[config.mk]
export PLATFORM = sky130hd
export DESIGN_NAME = mem_stage
export DESIGN_NICKNAME = d
export VERILOG_FILES = /design/src/rtl/mem_stage_pkg.sv /design/src/rtl/mem_stage.sv
export SDC_FILE = /design/constraint.sdc
export NUM_CORES = 1
export LEC_CHECK = 0
export ABC_AREA = 0
export CAP_MARGIN = 15
export CORE_AREA = 4 4 87 105
export CTS_BUF_LIST = sky130_fd_sc_hd__clkbuf_8 sky130_fd_sc_hd__clkbuf_16
export CTS_CLUSTER_DIAMETER = 150
export CTS_CLUSTER_SIZE = 8
export DETAILED_ROUTE_END_ITERATION = 8
export DIE_AREA = 0 0 91 109
export PLACE_DENSITY_LB_ADDON = 0.3
export SLEW_MARGIN = 20
export SYNTH_ARGS = -nofsm -noshare
export SYNTH_HDL_FRONTEND = slang
export SYNTH_SLANG_ARGS = --single-unit
[constraint.sdc]
create_clock -name clk -period 5.35 [get_ports clk]
set_clock_uncertainty 0.05 [all_clocks]
set_input_delay 0.8025 -clock clk [delete_from_list [all_inputs] [get_ports clk]]
set_output_delay 0.8025 -clock clk [all_outputs]
set_load 0.01 [all_outputs]
[src/rtl/mem_stage_pkg.sv]
// mem_stage_pkg: shared constants, op codes and state encodings for the
// MEM pipeline stage, plus small decode helpers for memory op codes.
package mem_stage_pkg;

    localparam logic        ENABLE       = 1'b1;
    localparam logic        DISABLE      = 1'b0;
    localparam logic [31:0] ZERO_32      = 32'h0000_0000;
    localparam logic [4:0]  NOP_REG_ADDR = 5'd0;
    localparam int          MEM_OP_BUS   = 4;

    typedef enum logic [MEM_OP_BUS-1:0] {
        MEM_OP_NONE = 4'd0,
        MEM_OP_LB   = 4'd1,
        MEM_OP_LH   = 4'd2,
        MEM_OP_LW   = 4'd3,
        MEM_OP_LBU  = 4'd4,
        MEM_OP_LHU  = 4'd5,
        MEM_OP_SB   = 4'd6,
        MEM_OP_SH   = 4'd7,
        MEM_OP_SW   = 4'd8
    } mem_op_e;

    typedef enum logic [1:0] {
        ST_IDLE   = 2'd0,
        ST_ACCESS = 2'd1,
        ST_DONE   = 2'd2
    } stage_state_e;

    function automatic logic op_is_load(input logic [MEM_OP_BUS-1:0] op);
        return (op == MEM_OP_LB)  || (op == MEM_OP_LH) || (op == MEM_OP_LW) ||
               (op == MEM_OP_LBU) || (op == MEM_OP_LHU);
    endfunction

    function automatic logic op_is_store(input logic [MEM_OP_BUS-1:0] op);
        return (op == MEM_OP_SB) || (op == MEM_OP_SH) || (op == MEM_OP_SW);
    endfunction

    // Index of the final byte of the access (byte count minus one).
    function automatic logic [1:0] op_last_idx(input logic [MEM_OP_BUS-1:0] op);
        case (op)
            MEM_OP_LH, MEM_OP_LHU, MEM_OP_SH: return 2'd1;
            MEM_OP_LW, MEM_OP_SW:             return 2'd3;
            default:                          return 2'd0;
        endcase
    endfunction

    function automatic logic [31:0] load_extend(input logic [MEM_OP_BUS-1:0] op,
                                                input logic [31:0] data);
        case (op)
            MEM_OP_LB:  return {{24{data[7]}}, data[7:0]};
            MEM_OP_LBU: return {24'h000000, data[7:0]};
            MEM_OP_LH:  return {{16{data[15]}}, data[15:0]};
            MEM_OP_LHU: return {16'h0000, data[15:0]};
            default:    return data;
        endcase
    endfunction

endpackage

[src/rtl/mem_stage.sv]
// mem_stage: MEM stage of the RV32I pipeline. Non-memory ops pass straight
// through; loads/stores are serialised into byte requests on a req/ack port,
// little-endian, holding the upstream pipeline via stall_req.
//
// Ports:
//   clk, rst                 core clock, synchronous active-high reset
//   ex_wd/ex_wreg/ex_wdata   writeback fields from EX/MEM
//   ex_mem_op/addr/sdata     memory op, effective address, store data
//   mem_wd/wreg/wdata        writeback fields to mem_wb
//   stall_req                hold IF..EX/MEM while an access is in flight
//   mem_req/we/addr/wbyte    byte request to memory
//   mem_rbyte/mem_ack        read byte and one-cycle completion pulse
//
// state  | meaning
// IDLE   | pass-through; a memory op raises stall and starts an access
// ACCESS | one byte request per ack, idx walks 0..n-1
// DONE   | one cycle presenting the extended load result / store writeback
module mem_stage
    import mem_stage_pkg::*;
#(
    parameter int ADDR_W = 32
) (
    input  logic              clk,
    input  logic              rst,
    input  logic [4:0]        ex_wd,
    input  logic              ex_wreg,
    input  logic [31:0]       ex_wdata,
    input  logic [3:0]        ex_mem_op,
    input  logic [ADDR_W-1:0] ex_mem_addr,
    input  logic [31:0]       ex_mem_sdata,
    output logic [4:0]        mem_wd,
    output logic              mem_wreg,
    output logic [31:0]       mem_wdata,
    output logic              stall_req,
    output logic              mem_req,
    output logic              mem_we,
    output logic [ADDR_W-1:0] mem_addr,
    output logic [7:0]        mem_wbyte,
    input  logic [7:0]        mem_rbyte,
    input  logic              mem_ack
);

    stage_state_e state_q;
    logic [1:0]   idx_q;
    logic [31:0]  rbuf_q;

    logic is_load;
    logic is_store;
    logic is_mem;

    assign is_load  = op_is_load(ex_mem_op);
    assign is_store = op_is_store(ex_mem_op);
    // Unknown op codes decode as neither load nor store, i.e. as NONE.
    assign is_mem   = is_load | is_store;

    always_ff @(posedge clk) begin
        if (rst == ENABLE) begin
            state_q <= ST_IDLE;
            idx_q   <= 2'd0;
            rbuf_q  <= ZERO_32;
        end else begin
            case (state_q)
                ST_IDLE: begin
                    if (is_mem) begin
                        state_q <= ST_ACCESS;
                        idx_q   <= 2'd0;
                    end
                end
                ST_ACCESS: begin
                    if (mem_ack) begin
                        if (is_load) begin
                            rbuf_q[{idx_q, 3'b000} +: 8] <= mem_rbyte;
                        end
                        if (idx_q == op_last_idx(ex_mem_op)) begin
                            state_q <= ST_DONE;
                        end else begin
                            idx_q <= idx_q + 2'd1;
                        end
                    end
                end
                ST_DONE: begin
                    state_q <= ST_IDLE;
                    idx_q   <= 2'd0;
                    rbuf_q  <= ZERO_32;
                end
                default: begin
                    state_q <= ST_IDLE;
                    idx_q   <= 2'd0;
                    rbuf_q  <= ZERO_32;
                end
            endcase
        end
    end

    always_comb begin
        mem_wd    = ex_wd;
        mem_wreg  = ex_wreg;
        mem_wdata = ex_wdata;
        stall_req = 1'b0;
        mem_req   = 1'b0;
        mem_we    = 1'b0;
        // Address wraps naturally at 2^ADDR_W; misaligned accesses are allowed.
        mem_addr  = ex_mem_addr + {{(ADDR_W-2){1'b0}}, idx_q};
        mem_wbyte = ex_mem_sdata[{idx_q, 3'b000} +: 8];

        if (rst == ENABLE) begin
            mem_wd    = NOP_REG_ADDR;
            mem_wreg  = DISABLE;
            mem_wdata = ZERO_32;
        end else begin
            case (state_q)
                ST_IDLE: begin
                    if (is_mem) begin
                        stall_req = 1'b1;
                        mem_wreg  = DISABLE;
                        mem_wd    = NOP_REG_ADDR;
                    end
                end
                ST_ACCESS: begin
                    mem_req   = 1'b1;
                    mem_we    = is_store;
                    stall_req = 1'b1;
                    mem_wreg  = DISABLE;
                    mem_wd    = NOP_REG_ADDR;
                end
                ST_DONE: begin
                    if (is_load) begin
                        mem_wdata = load_extend(ex_mem_op, rbuf_q);
                    end
                end
                default: begin
                    mem_wreg = DISABLE;
                    mem_wd   = NOP_REG_ADDR;
                end
            endcase
        end
    end

endmodule

==> impl_metrics.csv, run 1 <==
group,metric,value,unit
status,status,"complete, no violations",
grt,track_usage,0.225,
power_and_ir_drop,power_frac_seq,0.338,
grt,antenna_found_initial,0,
setup_path,cp_data_required_time,4.50,ns
floorplan,rows,36,
clock_tree,cts_sinks,36,
power_and_ir_drop,p_sw,229,µW
floorplan,die_y,109,µm
floorplan,initial_core_util,0.413,
setup_path,cp_top_family,"buffers and inverters",
grt,grt_pass1_vias,3776,
power_and_ir_drop,comb_power_share,0.375,
place,placed_cell_area,5340,µm²
hold_path,worstHoldPathType,"register to register",
logic_synthesis,synth_cell_type_count,51,
sta,max_freq,0.215,GHz
logic_synthesis,async_reset_ff_frac,0,
setup_path,crit_chain,"clkdlybuf4s50_1, or3_1, and3_1, nand2b_1, o31ai_1, clkdlybuf4s50_1",
sta,worst_slack,0.690,ns
finish,fillers,680,
setup_path,slowest_delay,0.76,ns
clock_tree,h-tree-depth,2,
grt,grt_max_degree,60,
logic_synthesis,synth-edff-count,0,
grt,grt_pass1_wl,18300,µm
routing,drcViolationCount,0,
power_and_ir_drop,switching_share,0.281,
finish,nNetsFinal,718,
clock_tree,numCtsBuffers,5,
grt,busiest_layer,"met2",
setup_path,cp_max_fo,16,
power_and_ir_drop,p_int,584,µW
clock_tree,clk_latency,0.28,ns
logic_synthesis,syn-cell-area,3340,µm²
sta,period_needed,4.66,ns
clock_tree,ctsResizeCount,0,
logic_synthesis,ys_ff_latch,36,
sta,maxSlewHeadroom,0.441,
power_and_ir_drop,power,812,µW
logic_synthesis,synth-main-ff-cell,"dfxtp_1",
logic_synthesis,synth_mux_area_frac,0.0539,
place,io_buffers,197,
logic_synthesis,syn_nets,536,
place,place_ws,0.682,ns
flow_run,cap_violations,0,
sta,finalSetupViolations,0,
routing,via_per_inst,5.57,
finish,drive_above_1_share,0.0706,
power_and_ir_drop,p_clk_frac,0.288,
setup_path,critPathKind,"primary input to primary output",
grt,grt_use_met3,0.0801,
finish,num_antenna_cells,0,
grt,met2_usage,0.431,
sta,slew_viol_final,0,
place,gp_congestion,0.878,
finish,postLayoutCellArea,5450,µm²
clock_tree,postCtsSetupBuffers,0,
setup_path,end_kind,"primary output",
logic_synthesis,ys_seq_area_frac,0.215,
floorplan,die_w,91,µm
finish,area_growth,62.8,%
logic_synthesis,synthAdderAreaFrac,0.0284,
clock_tree,cts_buffer_depth,2,
power_and_ir_drop,power.static_leakage,0.00183,µW
clock_tree,hold_buffers,0,
logic_synthesis,synth-compound-area-share,0.236,
floorplan,pin_count,198,
clock_tree,clk_pin_slew,0.07,ns
routing,finalWirelength,11700,µm
logic_synthesis,synth_top_family_by_area,"simple AND/OR/NAND/NOR gates",
setup_path,crit_arrival,3.81,ns
clock_tree,cts-root-buf,"clkbuf_8",
grt,grt_remaining_overflow,0,
logic_synthesis,synth-simple-area-share,0.331,
clock_tree,cts_tree,"built",
setup_path,slowest_stage,"clkdlybuf4s50_1",
setup_path,cpMostUsedCell,"clkdlybuf4s50_1",
logic_synthesis,yosys_warnings,0,
sta,rsz0062_at_grt,"false",
sta,hold_viol,0,
sta,final.setup.tns,0,ns
power_and_ir_drop,p_per_area,149,nW/µm²
floorplan,core_area,8110,µm²
logic_synthesis,syn_area_per_cell,8.12,µm²
grt,use_met1,0.228,
sta,tightest_slew,0.838,ns
routing,ant_nets,0,
sta,holdWs,0.444,ns
place,hpwl,9400,µm
routing,route.vias.total,3845,
setup_path,cp-start-kind,"primary input",
routing,drt_iter0_drc,119,
setup_path,cp_num_buf_inv,2,
power_and_ir_drop,peakVddDrop,0.147,mV
logic_synthesis,synth_xor_area_frac,0.0812,
sta,fin_crit_sh,0.871,
routing,wl_per_cell,16.9,µm
floorplan,dieArea,9920,µm²
routing,drtPass1Iterations,4,
logic_synthesis,postSynthCellCount,412,
-- Yosys cell counts, types with 4 or more instances --
| cell type | count | area share |
|---|---|---|
| a211oi_1 | 8 | 0.018 |
| a21oi_1 | 11 | 0.016 |
| and2_1 | 9 | 0.017 |
| and3_1 | 7 | 0.013 |
| buf_2 | 15 | 0.022 |
| buf_4 | 4 | 0.0090 |
| clkbuf_1 | 7 | 0.0079 |
| dfxtp_1 | 36 | 0.22 |
| ha_1 | 6 | 0.022 |
| inv_1 | 8 | 0.0090 |
| mux4_2 | 8 | 0.054 |
| nand2_1 | 51 | 0.057 |
| nand2b_1 | 10 | 0.019 |
| nand3_1 | 14 | 0.021 |
| nand3b_1 | 33 | 0.074 |
| nand4_1 | 15 | 0.028 |
| nor2_1 | 36 | 0.040 |
| nor2b_1 | 6 | 0.011 |
| nor3_1 | 7 | 0.010 |
| o31ai_1 | 40 | 0.090 |
| o31ai_2 | 10 | 0.037 |
| xnor2_1 | 28 | 0.073 |
-- placed cells by master (no fill, tap or decap), drive strengths merged, types with 5 or more instances in the layout --
master and count:
o31ai 50, mux4 8, clkdlybuf4s50 197, nor3 8
nor2 36, and2 9, and3 7, xnor2 28
nand2 51, nand3b 33, nand4 15, a21oi 12
nand2b 10, nor2b 6, nand3 15, ha 6
dfxtp 36, clkbuf 5, a211oi 9, inv 9
a41oi 5, buf 7
-- worst min-delay path: stages (launching register included) --
cell	delay, ns
dfxtp_1	0.31
nand3b_1	0.08
o31ai_1	0.06
-- final cells by class --
cell class | count | area, µm² | share of cell area
Clock buffer | 5 | 68.8 | 0.0126
Clock inverter | 3 | 38.8 | 0.00712
Inverter | 8 | 30.0 | 0.00551
Multi-Input combinational cell | 339 | 2440 | 0.449
Sequential cell | 36 | 721 | 0.132
Tap cell | 95 | 119 | 0.0218
Timing Repair Buffer | 204 | 2020 | 0.372
-- power groups by stage --
stage / Combinational (µW) / Sequential [µW] / Clock (µW)
after floorplan: 123 / 278 / 0
after global placement: 300 / 281 / 0
after detailed placement: 305 / 281 / 0
after global routing: 325 / 275 / 243
final: 304 / 274 / 234
after CTS: 307 / 274 / 235
-- logic make-up after synthesis --
family / Yosys count
adders and majority gates: 7
buffers and inverters: 37
DFF: 36
muxes: 8
AOI/OAI and AO/OA: 89
and+or+nand+nor: 204
xor gates and xnor gates: 31
-- worst paths after layout --
kind | to | from | depth (start not counted) | slack (ns)
max | mem_wdata[18] | ex_mem_op[1] | 6 | 0.69
min reg2reg | rbuf_q[29] | rbuf_q[29] | 2 | 0.44
min | rbuf_q[29] | rbuf_q[29] | 2 | 0.44
max reg2reg | rbuf_q[15] | idx_q[1] | 5 | 3.04
-- flip-flops by register name, indices dropped and copies added (netlist names) --
register	cells
idx_q	2
rbuf_q	32
state_q	2
-- routing by layer --
layer / routed length [µm] / vias to the layer above / part of all wire
met3: 1220 / 23 / 0.10
li1: - / 1890 / -
met4: 283 / 0 / 0.024
met1: 4120 / 1766 / 0.35
met2: 6040 / 166 / 0.52
met5: 0 / - / 0
-- stage by stage --
step,utilization,std cells
floorplan,-,412
global placement,0.658,682
detailed placement,0.658,682
CTS,0.672,690
global route,0.672,690
finish,0.672,690
No activity file was read; power rests on OpenSTA's default activity.
==> inputs of run 2 (changes only) <==
Settings changed: ABC_AREA 0 to 1, CORE_AREA 4 4 87 105 to 4 4 89 108, DIE_AREA 0 0 91 109 to 0 0 93 112.
==> run 2 against run 1 <==
  * Largest power group unchanged
  * Count of clock-buffer cells in the layout did not move
  * Total power rose by 9.5%
  * Fmax rose by 7.4%
  * Synthesized cell count rose by 48%
  * First-iteration DRC count rose by 37%
  * Combinational power rose by 32%
  * Worst setup slack improved by 0.32 ns
  * Die area rose by 5.0%
  * Cell area rose by 4.9%
  * Critical path type unchanged
==> impl_metrics.csv, run 2 <==
group,metric,value,unit
setup_path,cp_data_required_time,4.50,ns
power_and_ir_drop,peakVddDrop,0.0878,mV
routing,via_per_inst,5.13,
clock_tree,cts_tree,"built",
grt,busiest_layer,"met2",
finish,largest_register_ffs,32,
place,placed_cells,900,
grt,antenna_found_initial,0,
clock_tree,cts_sinks,36,
setup_path,end_kind,"primary output",
setup_path,slowest_stage,"clkdlybuf4s50_1",
setup_path,crit_arrival,3.49,ns
place,io_buffers,197,
hold_path,worstHoldPathType,"register to register",
finish,area_growth,58.0,%
finish,top_register,"rbuf_q",
sta,finalSetupViolations,0,
finish,finalNonFillerCells,908,
routing,wl_per_cell,14.0,µm
power_and_ir_drop,power.static_leakage,0.00224,µW
sta,fin_crit_sh,0.811,
routing,drcViolationCount,0,
grt,grt_pass1_wl,20600,µm
setup_path,cp-start-kind,"primary input",
sta,rsz0062_at_grt,"false",
setup_path,critPathKind,"primary input to primary output",
sta,maxSlewHeadroom,0.421,
routing,finalWirelength,12700,µm
logic_synthesis,postSynthCellCount,608,
routing,drt_iter0_drc,163,
logic_synthesis,synth-edff-count,0,
logic_synthesis,syn_nets,732,
logic_synthesis,synth_cell_type_count,44,
clock_tree,numCtsBuffers,5,
hold_path,hold_depth,2,
grt,grt_pass1_vias,4583,
place,placed_cell_area,5630,µm²
floorplan,core_area,8520,µm²
clock_tree,cts-root-buf,"clkbuf_8",
flow_run,cap_violations,0,
sta,hold_viol,0,
grt,grt_use_met3,0.0473,
logic_synthesis,ys_top_cells_by_area,"dfxtp_1 (20%), nand2_1 (15%), nor2_1 (11%)",
sta,holdWs,0.405,ns
floorplan,die_y,112,µm
logic_synthesis,synth.most_common_cell,"nand2_1",
finish,mostFrequentLayoutCell,"clkdlybuf4s50_1",
grt,met2_usage,0.448,
sta,period_needed,4.34,ns
setup_path,cp_max_fo,5,
sta,final.setup.tns,0,ns
routing,drtPass1Iterations,5,
finish,fillers,793,
logic_synthesis,ys_seq_area_frac,0.199,
floorplan,die_w,93,µm
place,gp_congestion,0.947,
finish,reg.largest.list,"rbuf_q (32), idx_q (2), state_q (2)",
sta,tightest_slew,0.868,ns
setup_path,r2r_cells,9,
finish,drive_above_1_share,0.0708,
logic_synthesis,ys_ff_latch,36,
status,status,"complete, no violations",
floorplan,rows,37,
clock_tree,postCtsSetupBuffers,0,
sta,max_freq,0.231,GHz
clock_tree,ctsResizeCount,0,
sta,slew_viol_final,0,
clock_tree,hold_buffers,0,
grt,track_usage,0.239,
finish,mostFrequentLayoutCells,"clkdlybuf4s50_1 (197), nand2_1 (142), nor2_1 (103)",
power_and_ir_drop,p_per_area,156,nW/µm²
floorplan,initial_core_util,0.425,
routing,route.vias.total,4656,
grt,grt_max_degree,44,
finish,num_antenna_cells,0,
logic_synthesis,synth_top_area_frac,0.199,
logic_synthesis,synth_common_cells,"nand2_1 (142), nor2_1 (103), a21oi_1 (48)",
logic_synthesis,async_reset_ff_frac,0,
floorplan,dieArea,10400,µm²
logic_synthesis,syn_area_per_cell,5.95,µm²
grt,use_met1,0.260,
clock_tree,clk_pin_slew,0.07,ns
clock_tree,h-tree-depth,2,
logic_synthesis,synth_top_cell_by_area,"dfxtp_1",
grt,grt_remaining_overflow,0,
logic_synthesis,syn-cell-area,3620,µm²
logic_synthesis,synth-main-ff-cell,"dfxtp_1",
routing,ant_nets,0,
logic_synthesis,yosys_warnings,0,
setup_path,crit_chain,"clkdlybuf4s50_1, ha_1, inv_1, fa_1, nor2_4, nand2_2, nor2_2, nand2_2, nor2_4, nand2_1, nor2_1, xor2_1, clkdlybuf4s50_1",
finish,postLayoutCellArea,5710,µm²
finish,nNetsFinal,914,
floorplan,pin_count,198,
clock_tree,cts_buffer_depth,2,
setup_path,slowest_delay,0.56,ns
place,hpwl,10400,µm
clock_tree,clk_latency,0.30,ns
[run 2: cell types whose count changed in the layout (fill, tap and decap cells not counted), sizes merged, moves of 42 or more]
cell / previous run / this run
o21ai: 2 / 56
a21oi: 12 / 54
o31ai: 50 / 0
nand2: 51 / 157
inv: 9 / 51
nor2: 36 / 112
[run 2: area by class of cell]
type / instances / area [µm²] / area share
Multi-Input combinational cell: 496 / 2570 / 0.451
Sequential cell: 36 / 721 / 0.126
Timing Repair Buffer: 199 / 1990 / 0.348
Inverter: 52 / 198 / 0.0346
Clock inverter: 3 / 18.8 / 0.00328
Tap cell: 117 / 146 / 0.0256
Clock buffer: 5 / 68.8 / 0.0120
[run 2: logic make-up (layout without fill, tap and decap cells)]
kind of cell | after synthesis | after routing | synth area share
compound gates | 125 | 125 | 0.190
xor+xnor | 29 | 29 | 0.0702
fa+ha+maj | 7 | 7 | 0.0263
buf+inv | 76 | 259 | 0.0889
flops | 36 | 36 | 0.199
simple gates | 335 | 335 | 0.425
[run 2: path summary, 6_finish.rpt]
path | to | start | slack, ns
setup reg to reg | rbuf_q[22] | idx_q[0] | 2.74
hold reg to reg | rbuf_q[25] | rbuf_q[25] | 0.40
hold / removal | rbuf_q[25] | rbuf_q[25] | 0.40
setup / recovery | mem_addr[26] | ex_mem_addr[0] | 1.01
[run 2: power breakdown]
part	leakage [µW]	total, µW	internal, µW	switching [µW]
sequential	0.000292	295	286	9.23
clock	0.0000479	195	90.7	104
combinational	0.00190	400	202	198
[run 2: metrics by stage]
| step | total power (µW) | util | setup WS, ns |
|---|---|---|---|
| 2_1_floorplan | 491 | - | 2.11 |
| 4_1_cts | 890 | 0.671 | 0.994 |
| 3_3_place_gp | 693 | 0.661 | 1.09 |
| 6_report | 889 | 0.671 | 1.01 |
| 3_5_place_dp | 699 | 0.661 | 0.994 |
| 5_1_grt | 942 | 0.671 | 0.849 |
[run 2: worst max-delay path: cells and delay by family]
kind	cells	cell delay (ns)
XOR/XNOR	1	0.15
adder cells (fa/ha/maj)	2	0.61
buffers and inverters	3	1.08
AND/OR/NAND/NOR	7	0.84
[run 2: metal layers]
layer / routed length, µm / part of all wire / vias to the layer above
li1: - / - / 2353
met1: 4810 / 0.38 / 2093
met2: 6630 / 0.52 / 182
met3: 927 / 0.073 / 28
met4: 358 / 0.028 / 0
met5: 0 / 0 / -
==> inputs of run 3 (changes only) <==
Settings changed: CORE_AREA 4 4 89 108 to 4 4 92 112, DIE_AREA 0 0 93 112 to 0 0 96 116.
Clock period 5.35 ns to 4.1 ns, I/O delays scaled along.
==> run 3 against run 2 <==
  * Global-route usage down 0.65 points
  * Critical path depth did not move
  * Sequential cell count unchanged
  * Critical endpoint unchanged
  * Sequential share of layout area shrank 0.21 points
  * Cell area up 1.7%
==> impl_metrics.csv, run 3 (synthesized netlist as in run 2, its figures left out) <==
group,metric,value,unit
floorplan,initial_core_util,0.388,
finish,num_antenna_cells,0,
clock_tree,cts-root-buf,"clkbuf_16",
sta,max_freq,0.262,GHz
setup_path,cp_data_required_time,3.43,ns
place,placed_cell_area,5650,µm²
clock_tree,hold_buffers,0,
finish,largest_register_ffs,32,
clock_tree,cts_sinks,36,
finish,multi_input_area,2580,µm²
power_and_ir_drop,peakVddDrop,0.143,mV
status,status,"complete, no violations",
routing,ant_nets,0,
sta,finalSetupViolations,0,
routing,wl_per_cell,14.3,µm
finish,drive_above_1_share,0.0743,
sta,rsz0062_at_grt,"false",
routing,route.vias.total,4662,
floorplan,pin_count,198,
setup_path,slowest_stage,"clkdlybuf4s50_1",
clock_tree,h-tree-depth,2,
sta,fin_crit_sh,0.933,
setup_path,crit_arrival,3.16,ns
floorplan,die_y,116,µm
finish,area_growth,60.6,%
grt,grt_remaining_overflow,0,
sta,tightest_slew,0.863,ns
sta,final.setup.tns,0,ns
setup_path,cp_max_fo,4,
floorplan,core_area,9320,µm²
routing,finalWirelength,13100,µm
clock_tree,cts_tree,"built",
sta,period_needed,3.82,ns
place,hpwl,10800,µm
finish,mostFrequentLayoutCell,"clkdlybuf4s50_1",
routing,drt_iter0_drc,220,
power_and_ir_drop,p_per_area,222,nW/µm²
finish,top_register,"rbuf_q",
place,place_ws,0.174,ns
sta,hold_viol,0,
clock_tree,cts_buffer_depth,2,
place,io_buffers,197,
clock_tree,clk_latency,0.28,ns
sta,worst_slack,0.277,ns
setup_path,cp-start-kind,"primary input",
sta,slew_viol_final,0,
flow_run,cap_violations,0,
setup_path,cp_num_buf_inv,3,
finish,mostFrequentLayoutCells,"clkdlybuf4s50_1 (197), nand2_1 (142), nor2_1 (103)",
grt,grt_pass1_vias,4568,
grt,grt_pass1_wl,20700,µm
power_and_ir_drop,power.static_leakage,0.00228,µW
clock_tree,clk_pin_slew,0.05,ns
setup_path,critPathKind,"primary input to primary output",
finish,reg.largest.list,"rbuf_q (32), idx_q (2), state_q (2)",
routing,drcViolationCount,0,
sta,maxSlewHeadroom,0.424,
setup_path,end_kind,"primary output",
setup_path,cp_top_family,"buffers and inverters",
finish,seq_area,721,µm²
floorplan,rows,39,
finish,postLayoutCellArea,5810,µm²
setup_path,slowest_delay,0.56,ns
grt,track_usage,0.232,
routing,via_per_inst,5.08,
grt,grt_max_degree,44,
finish,fillers,854,
grt,antenna_found_initial,0,
setup_path,crit_chain,"clkdlybuf4s50_1, ha_1, inv_1, fa_2, nor2_4, nand2_2, nor2_2, nand2_2, nor2_4, nand2_1, nor2_1, xor2_1, clkdlybuf4s50_1",
clock_tree,numCtsBuffers,5,
place,gp_congestion,0.932,
finish,nNetsFinal,917,
floorplan,dieArea,11100,µm²
routing,drtPass1Iterations,4,
hold_path,worstHoldPathType,"register to register",
floorplan,die_w,96,µm
[run 3: changes by cell type in the layout (fill, tap and decap cells not counted), sizes merged]
| cell | delta |
|---|---|
| buf | +3 |
| clkbuf | +1 |
| clkinv | -3 |
| clkinvlp | +1 |
| inv | +1 |
[run 3: per-layer routing]
metal,wire length [µm],up-vias,share of wire,global-route usage
met2,6690,194,0.51,0.427
met3,1200,26,0.092,0.0597
met5,0,-,0,0
met4,304,0,0.023,0.0759
met1,4900,2080,0.37,0.255
li1,-,2362,-,-
[run 3: worst min-delay path, cell delays in order, from the launching register on]
cell and delay, ns:
dfxtp_1 0.29, inv_1 0.05, a21oi_1 0.06
[run 3: stage by stage]
stage	hold WS (ns)	cells	total power (µW)	utilization
floorplan	0.380	608	641	-
global placement	0.392	908	907	0.606
detailed placement	0.398	908	915	0.606
CTS	0.405	916	1300	0.622
global route	0.428	917	1360	0.623
finish	0.402	917	1290	0.623
[run 3: worst paths after layout]
check                               startpoint            to  slack [ns]  cells after the start
worst max register to register        idx_q[0]    rbuf_q[17]        1.37                      9
worst min-delay path                rbuf_q[25]    rbuf_q[25]        0.40                      2
worst min register to register      rbuf_q[25]    rbuf_q[25]        0.40                      2
worst max-delay path            ex_mem_addr[0]  mem_addr[26]        0.28                     13
[run 3: cell type report]
cell class / instances / area share
tap: 123 / 0.0265
multi-input combinational: 496 / 0.444
inverter: 52 / 0.0340
clock inverter: 2 / 0.00194
sequential: 36 / 0.124
clock buffer: 6 / 0.0239
timing repair buffer: 202 / 0.346
[run 3: power breakdown]
group	leakage, µW	total (µW)	internal (µW)	switching, µW
registers	0.000292	386	374	12.5
logic	0.00191	524	264	260
clock network	0.0000743	380	239	141
[run 3: what timing repair did]
action | 4_1_cts | 5_1_grt
gates resized for setup | 0 | 1
buffers inserted | 0 | 1
setup endpoints to repair | 0 | 1
